`src/rtl/cpu_pkg.sv`:
```
// Shared CPU definitions: register-index width and hazard controller FSM encoding.
// Latency: n/a (types and constants only).
// Backpressure: n/a.
package cpu_pkg;

  // Width of an architectural register index (32 registers).
  localparam int REG_W = 5;

  // Hazard controller FSM states; encoding 3 is unused and must not be held.
  typedef enum logic [1:0] {
    ST_IDLE  = 2'd0,
    ST_RUN   = 2'd1,
    ST_STALL = 2'd2
  } hz_state_e;

endpackage

```
`src/rtl/sat_counter.sv`:
```
// Saturating event counter: counts inc pulses, sticks at all-ones, never wraps.
// Latency: count updates on the edge after inc; clear is synchronous and wins over inc.
// Backpressure: none, one increment per cycle at most.
//
// Ports:
//   clk   - rising-edge clock
//   clear - synchronous clear to zero
//   inc   - add one this edge unless already saturated
//   count - current count
module sat_counter #(
  parameter int CNT_W = 32
) (
  input  logic             clk,
  input  logic             clear,
  input  logic             inc,
  output logic [CNT_W-1:0] count
);

  always_ff @(posedge clk) begin
    if (clear) begin
      count <= '0;
    end else if (inc && (count != {CNT_W{1'b1}})) begin
      count <= count + 1'b1;
    end
  end

endmodule

```
`src/rtl/hazard_ctrl.sv`:
```
// Pipeline hazard controller: detects load-use and branch-data hazards, stalls or flushes IF/ID.
// Latency: enables are combinational from state and inputs (zero cycles); state/counters update next edge.
// Backpressure: a hazard holds PC and IF/ID and bubbles ID/EX for one cycle, re-stalling while a hazard persists.
//
// Ports:
//   clk_i, rst_i           - clock, synchronous active-high reset
//   start_i                - run enable; low returns to / holds IDLE
//   id_rs1_i, id_rs2_i     - source registers of the instruction in ID
//   id_branch_i            - ID holds a conditional branch
//   branch_taken_i         - branch comparison in ID is true
//   ex_memread_i           - EX holds a load
//   ex_regwrite_i          - EX writes a register
//   ex_rd_i                - destination register of EX
//   pc_write_o             - PC update enable
//   ifid_write_o           - IF/ID write enable
//   idex_bubble_o          - zero ID/EX control fields this cycle
//   ifid_flush_o           - load a NOP into IF/ID this cycle
//   pc_sel_o               - next PC comes from the branch target
//   stall_cnt_o            - saturating count of non-branch stall cycles
//   flush_cnt_o            - saturating count of flush cycles
//   state_o                - current FSM state for debug
module hazard_ctrl
  import cpu_pkg::*;
#(
  parameter int CNT_W = 32
) (
  input  logic             clk_i,
  input  logic             rst_i,
  input  logic             start_i,
  input  logic [REG_W-1:0] id_rs1_i,
  input  logic [REG_W-1:0] id_rs2_i,
  input  logic             id_branch_i,
  input  logic             branch_taken_i,
  input  logic             ex_memread_i,
  input  logic             ex_regwrite_i,
  input  logic [REG_W-1:0] ex_rd_i,
  output logic             pc_write_o,
  output logic             ifid_write_o,
  output logic             idex_bubble_o,
  output logic             ifid_flush_o,
  output logic             pc_sel_o,
  output logic [CNT_W-1:0] stall_cnt_o,
  output logic [CNT_W-1:0] flush_cnt_o,
  output logic [1:0]       state_o
);

  hz_state_e state_q;
  hz_state_e state_d;

  logic rd_match;
  logic hz;
  logic stall_inc;

  // x0 is hardwired to zero, so a write to it never creates a dependency.
  assign rd_match = (ex_rd_i != '0) &&
                    ((ex_rd_i == id_rs1_i) || (ex_rd_i == id_rs2_i));

  // A branch resolved in ID needs its operands one stage earlier than an ALU
  // op, so any register-writing EX producer forces a wait, not just a load.
  assign hz = rd_match && (ex_memread_i || (id_branch_i && ex_regwrite_i));

  always_ff @(posedge clk_i) begin
    if (rst_i) begin
      state_q <= ST_IDLE;
    end else begin
      state_q <= state_d;
    end
  end

  always_comb begin
    state_d       = ST_IDLE;
    pc_write_o    = 1'b0;
    ifid_write_o  = 1'b0;
    idex_bubble_o = 1'b1;
    ifid_flush_o  = 1'b0;
    pc_sel_o      = 1'b0;
    stall_inc     = 1'b0;

    case (state_q)
      ST_IDLE: begin
        if (start_i) begin
          state_d = ST_RUN;
        end
      end

      // STALL behaves like RUN; it only exists so a stall is visible for one
      // cycle and a follow-on hazard naturally re-enters it.
      ST_RUN, ST_STALL: begin
        if (start_i) begin
          if (hz) begin
            // Hazard outranks a taken branch: the branch resolves once the
            // operand is available, so no redirect/flush this cycle.
            state_d   = ST_STALL;
            stall_inc = !id_branch_i;
          end else begin
            state_d       = ST_RUN;
            pc_write_o    = 1'b1;
            ifid_write_o  = 1'b1;
            idex_bubble_o = 1'b0;
            ifid_flush_o  = id_branch_i && branch_taken_i;
            pc_sel_o      = id_branch_i && branch_taken_i;
          end
        end
      end

      default: begin
        state_d = ST_IDLE;
      end
    endcase

    // Hold the pipeline quiet for the whole reset cycle, whatever state is held.
    if (rst_i) begin
      pc_write_o    = 1'b0;
      ifid_write_o  = 1'b0;
      idex_bubble_o = 1'b1;
      ifid_flush_o  = 1'b0;
      pc_sel_o      = 1'b0;
      stall_inc     = 1'b0;
    end
  end

  assign state_o = state_q;

  sat_counter #(.CNT_W(CNT_W)) u_stall_cnt (
    .clk   (clk_i),
    .clear (rst_i),
    .inc   (stall_inc),
    .count (stall_cnt_o)
  );

  sat_counter #(.CNT_W(CNT_W)) u_flush_cnt (
    .clk   (clk_i),
    .clear (rst_i),
    .inc   (ifid_flush_o),
    .count (flush_cnt_o)
  );

endmodule

```
`config.mk`:
```
export PLATFORM = sky130hd
export DESIGN_NAME = hazard_ctrl
export DESIGN_NICKNAME = d
export VERILOG_FILES = /design/src/rtl/cpu_pkg.sv /design/src/rtl/sat_counter.sv /design/src/rtl/hazard_ctrl.sv
export SDC_FILE = /design/constraint.sdc
export NUM_CORES = 1
export LEC_CHECK = 0
export CELL_PAD_IN_SITES_DETAIL_PLACEMENT = 0
export CELL_PAD_IN_SITES_GLOBAL_PLACEMENT = 1
export CORE_MARGIN = 5
export CORE_UTILIZATION = 38
export DETAILED_ROUTE_END_ITERATION = 8
export PLACE_DENSITY_LB_ADDON = 0.1
export SYNTH_ARGS = -nofsm -noshare
export SYNTH_HDL_FRONTEND = slang
export SYNTH_SLANG_ARGS = --single-unit
```
`constraint.sdc`:
```
create_clock -name clk_i -period 5 [get_ports clk_i]
set_input_delay 0.5 -clock clk_i [delete_from_list [all_inputs] [get_ports clk_i]]
set_output_delay 0.5 -clock clk_i [all_outputs]
set_load 0.05 [all_outputs]
```
# Yosys cells after proc, flatten, opt, wreduce, memory -nomap -nowiden
# Cells that the tools add are included.
dict set report totals {
  regBits 66
  out_inout_bits 71
  wordCells 43
}
dict set report classes {
  n_addsub 2
  eq_ne 6
  n_mux 20
  reduce_logical 12
}
# operator n
set op_table {}
lappend op_table {{32-bit by 1-bit adder with 32-bit output (second input constant)} 2}
lappend op_table {{32-bit inequality test (second input constant)} 2}
lappend op_table {{1-bit 2-to-1 mux} 17}
lappend op_table {{5-bit equality test} 2}
lappend op_table {{1-bit logical AND} 6}
lappend op_table {{5-bit nonzero test} 1}
lappend op_table {{2-bit 2-to-1 mux} 2}
lappend op_table {{2-bit one-hot mux with 2 select lines} 1}
lappend op_table {{2-bit by 1-bit equality test with 1-bit output (second input constant)} 1}
lappend op_table {{2-bit equality test (second input constant)} 1}
lappend op_table {{2-bit zero test} 1}
lappend op_table {{1-bit logical OR} 2}
lappend op_table {{2-bit OR reduction} 1}
lappend op_table {{1-bit zero test} 1}

# Depth between registers and ports, before layout
dict set report logic_depth {
  ltp_word 9
  ltp_mapped 10
}

# Hierarchy
# From an unflattened synthesis, not the netlist that was laid out.
dict set report hier_totals {
  hier_cells 439
  hier_area_um2 3658.5
}
# mod n_inst cells_per_inst area_each_um2 seq_area_each_um2
set by_module_without_submodules {}
lappend by_module_without_submodules {sat_counter 2 199 1674.1 640.6}
lappend by_module_without_submodules {hazard_ctrl 1 41 310.3 40.0}

# Worst setup path after synthesis
# OpenSTA, ideal clock, no wires.
dict set report synth_path {
  path_type {in2out}
  from {input id_rs2_i[3]}
  to {output pc_sel_o}
  arrival_ps 3753
  required_ps 4500
  path_slack_ps 747
  cell_stages 10
  n_path_buf 3
  path_cell_list {xor2_1 -> nor3_1 -> a22oi_1 -> buf_2 -> buf_2 -> nor2_1 -> nor2_1 -> inv_1 -> nor2_1 -> buf_4}
}
dict set report synth_between {
  elab_chain_cells 8
}
# item line
set synth_lines {}
lappend synth_lines {{from (decl)} hazard_ctrl.sv:31} ;# input logic [REG_W-1:0] id_rs2_i,
lappend synth_lines {{5-bit equality test} hazard_ctrl.sv:56} ;# ((ex_rd_i == id_rs1_i) || (ex_rd_i == id_rs2_i));
lappend synth_lines {{1-bit logical OR} hazard_ctrl.sv:56}
lappend synth_lines {{1-bit logical AND} hazard_ctrl.sv:55} ;# assign rd_match = (ex_rd_i != '0) &&
lappend synth_lines {{1-bit logical AND} hazard_ctrl.sv:60} ;# assign hz = rd_match && (ex_memread_i || (id_branch_i && ex_regwrite_i));
lappend synth_lines {{1-bit 2-to-1 mux (4 in series)} --}
lappend synth_lines {{to (decl)} hazard_ctrl.sv:41} ;# output logic pc_sel_o,
# No other way between the ends.

# Final worst setup path
dict set report layout_path {
  from {input ex_rd_i[1]}
  to {output pc_sel_o}
}
dict set report layout_between {
  elab_chain_cells 8
  word_cells_on_any_way 10
  cone_classes {2 x eq/ne; 4 x mux; 4 x reduce/logical}
}
# item line
set layout_lines {}
lappend layout_lines {{from (decl)} hazard_ctrl.sv:36} ;# input logic [REG_W-1:0] ex_rd_i,
lappend layout_lines {{5-bit equality test} hazard_ctrl.sv:56}
lappend layout_lines {{1-bit logical OR} hazard_ctrl.sv:56}
lappend layout_lines {{1-bit logical AND (*)} hazard_ctrl.sv:55}
lappend layout_lines {{1-bit logical AND (*)} hazard_ctrl.sv:60}
lappend layout_lines {{1-bit 2-to-1 mux (*)} hazard_ctrl.sv:90} ;# if (hz) begin
lappend layout_lines {{1-bit 2-to-1 mux (*)} hazard_ctrl.sv:89} ;# if (start_i) begin
lappend layout_lines {{1-bit 2-to-1 mux (*)} hazard_ctrl.sv:79} ;# case (state_q)
lappend layout_lines {{1-bit 2-to-1 mux (*)} hazard_ctrl.sv:112} ;# if (rst_i) begin
# Mark *: on every way between the ends. The rest lies on a longest branch, timed or not.

==> results.md <==
* Via count at 3541
* Post-synthesis adder-cell area fraction at 1.41%
* Placed Instances at 620
* Diode count at 0
* RSZ-0062 raised after global routing: false
* Number of synthesized flops with an enable pin at 0
* Crit path from: ex_rd_i[1]
* Post-Syn Area per Cell at 8.17 um2
* Crit Path Class: input pin to primary output
* Mapped cell area at 3550 um2
* Largest family of logic cells by synthesized area: simple AND/OR/NAND/NOR gates
* Area Growth Syn to Fin at 33.4%
* Global-route wire length before repair at 16.6 mm
* Worst IR drop on VDD at 0.164 mV
* CP max FO at 9
* Hold Startpoint: u_stall_cnt.count[31]$_SDFFE_PP0P_
* CP Data Required Time at 4.50 ns
* Later-pin clock latency in the skew report at 0.35 ns
* PD cells at 223 nW/um2
* Minimum clock period at 3.81 ns
* Simple-gate area share of the yosys netlist at 32.4%
* Slew headroom at 28.7%
* Row cnt at 35
* Worst setup EP type: primary output
* Max-cap violations at 0
* Yosys Warn Count at 0
* DRT Pass-1 Iters at 4
* Final nets at 546
* Arrival time worst endpoint at 3.31 ns
* Max Clock Freq at 262 MHz
* Leakage power at 1.47 nW
* Synth area leaders: dfxtp_1 (37%), nor2_1 (4.5%), a21oi_1 (4.4%), nand4_1 (3.5%), xor2_1 (3.4%)
* Die area at 11400 um2
* Antenna violations before repair at 0
* Async set or reset register ratio after synthesis at 0%
* Yosys top cell area share at 37.2%
* Hold Path Stages at 1
* Part of the Yosys area used for sequential elements at 37.2%
* Final hold viol count at 0
* WL final at 9.82 mm
* Slew @ Worst Pin at 1.06 ns
* Final setup viols at 0
* Port Buffers at 92
* CTS tree: built
* Ports at 93
* Area leader, netlist: dfxtp_1
* XOR/XNOR share of the synthesized area at 5.91%
* Drt wl/cell at 15.4 um
* Largest net degree at the start of global routing at 68
* Total grt overflow at 0
* Starting Density at 38.7%
* Die width at 107 um
* R2r worst-path depth at 7
* CTS clock-pin slew for the worst setup and hold paths at 0.08 ns
* Post-synthesis compound-gate area fraction at 16.1%
* Number of global-route vias before repair at 3366
* Post-synthesis mux area share at 2.71%
* GRT Overall Usage at 17.8%
* Register bit total from synthesis at 66
* Setup Buffers After CTS at 0
* Synth cell types at 54
* CTS max path bufs at 2
* Clock Root Buffer: clkbuf_8
* Core region area at 9200 um2
* CTS Buf Count at 9
* Post-Syn Instances at 435
* Fillers at 895
* Hold WC Path Type: register to register
* Element type at the critical path start: input pin
* Crit Reg-Reg Startpoint: state_o[0]$_SDFF_PP0_
* Syn_nets at 461
* Layout cells sized above 1 at 6.29%
* Gpl congestion at 0.783
* Via/cell ratio at 5.57
* Status: complete, no violations
* Post-CTS sizing at 0
* Tcrit/Tclk final at 76.2%
* Residual DRC count at 0
* Max Transition Viols Final at 0
* Total Neg Setup Slack at 0 ns
* Initial drt markers at 103
* Die height at 107 um
* Clk_skew at 0.0140 ns
* CTS Sinks at 66
* Hpwl dp at 7.00 mm
* Top_reg_cell synth: dfxtp_1
* CTS Hold Bufs at 0
* H-tree depth at 3
* DRT antenna net count at 0
* Finished Layout Cells at 636
## worst max-delay path, cell delays in order
cell and delay [ns]:
clkdlybuf4s50_1 0.46, or4_1 0.57, o21ai_2 0.33, nor2_1 0.13
nor2_1 0.27, inv_1 0.09, nor2_1 0.14, clkdlybuf4s50_1 0.82
## cells by family (layout without fill, tap and decap cells)
logic type      after synthesis  in the layout
fa+ha+maj                     4              4
flops                        66             66
buf+inv                      35            125
xor+xnor                     24             24
simple gates                207            207
compound gates               90             90
mux                           9              9
## cells in the final DEF (no fill, tap or decap), types with 11 or more instances in the layout
master,instances
or4_1,14
inv_1,13
clkdlybuf4s50_1,91
o21ai_0,17
nor2_1,43
or3_1,18
nand4_1,20
a21oi_1,31
nand2_1,30
dfxtp_1,66
nand3_1,23
clkbuf_8,11
nor3_1,14
xor2_1,14
## area by class of cell
| type | count | area, um2 | share of cell area [%] |
|---|---|---|---|
| Tap cell | 111 | 139 | 2.93 |
| Clock buffer | 12 | 155 | 3.27 |
| Inverter | 13 | 48.8 | 1.03 |
| Clock inverter | 4 | 50.0 | 1.06 |
| Timing Repair Buffer | 96 | 946 | 19.9 |
| Multi-Input combinational cell | 334 | 2080 | 43.9 |
| Sequential cell | 66 | 1320 | 27.9 |
## worst paths after layout
check	end	slack, ns
setup / recovery	pc_sel_o	1.19
hold reg to reg	u_stall_cnt.count[31]$_SDFFE_PP0P_	0.50
setup reg to reg	u_stall_cnt.count[8]$_SDFFE_PP0P_	1.92
hold / removal	u_stall_cnt.count[31]$_SDFFE_PP0P_	0.50
## cells in the mapped netlist (2+ instances only)
| master | instances |
|---|---|
| nor2_1 | 43 |
| nand3_1 | 23 |
| mux2_2 | 4 |
| o41ai_1 | 3 |
| ha_1 | 4 |
| nand3b_1 | 3 |
| and4_1 | 7 |
| and2_1 | 3 |
| nand4_1 | 20 |
| and3_1 | 2 |
| o31ai_1 | 10 |
| nor2b_1 | 5 |
| buf_4 | 3 |
| o311ai_0 | 3 |
| o211ai_1 | 5 |
| inv_1 | 13 |
| or2_2 | 3 |
| nand2_1 | 30 |
| o21ai_0 | 17 |
| xor2_1 | 14 |
| clkbuf_1 | 12 |
| a211oi_1 | 2 |
| mux2i_1 | 4 |
| nor4bb_1 | 2 |
| o21a_1 | 5 |
| nand2b_1 | 2 |
| a21o_1 | 2 |
| a31o_2 | 2 |
| buf_2 | 7 |
| nor3_1 | 14 |
| a21oi_1 | 31 |
| dfxtp_1 | 66 |
| a211o_1 | 2 |
| or3_1 | 18 |
| nor4_1 | 10 |
| or4_1 | 14 |
| xnor2_1 | 10 |
## registers in the layout, indices dropped and copies added (netlist names)
name               count
u_flush_cnt.count     32
state_o                2
u_stall_cnt.count     32
## power breakdown
| part | internal (mW) | switching [mW] | total, mW | leakage, nW |
|---|---|---|---|---|
| clock | 0.257 | 0.213 | 0.471 | 0.0986 |
| sequential | 0.526 | 0.000589 | 0.526 | 0.532 |
| combinational | 0.0263 | 0.0344 | 0.0607 | 0.845 |
| total | 0.809 | 0.248 | 1.06 | 1.47 |
## layer usage
metal	routed length, um	vias to the layer above	global-route usage (%)	part of all wire, %
met3	420	12	4.09	4.3
met4	133	0	6.21	1.4
met1	4350	1659	21.3	44
li1	-	1795	-	-
met5	0	-	0	0
met2	4910	75	31.1	50
## per-stage QoR
stage | total power, mW | utilization, % | cell area, um2 | worst slack, ns | hold WS, ns
finish | 1.06 | 51.6 | 4740 | 1.19 | 0.502
global route | 1.11 | 51.6 | 4740 | 1.00 | 0.533
CTS | 1.08 | 51.6 | 4740 | 1.18 | 0.503
detailed placement | 0.600 | 49.3 | 4540 | 1.18 | 0.494
global placement | 0.599 | 49.3 | 4540 | 1.26 | 0.483
floorplan | 0.570 | - | 3550 | 0.747 | 0.671
No activity file was read; power rests on OpenSTA's default activity.
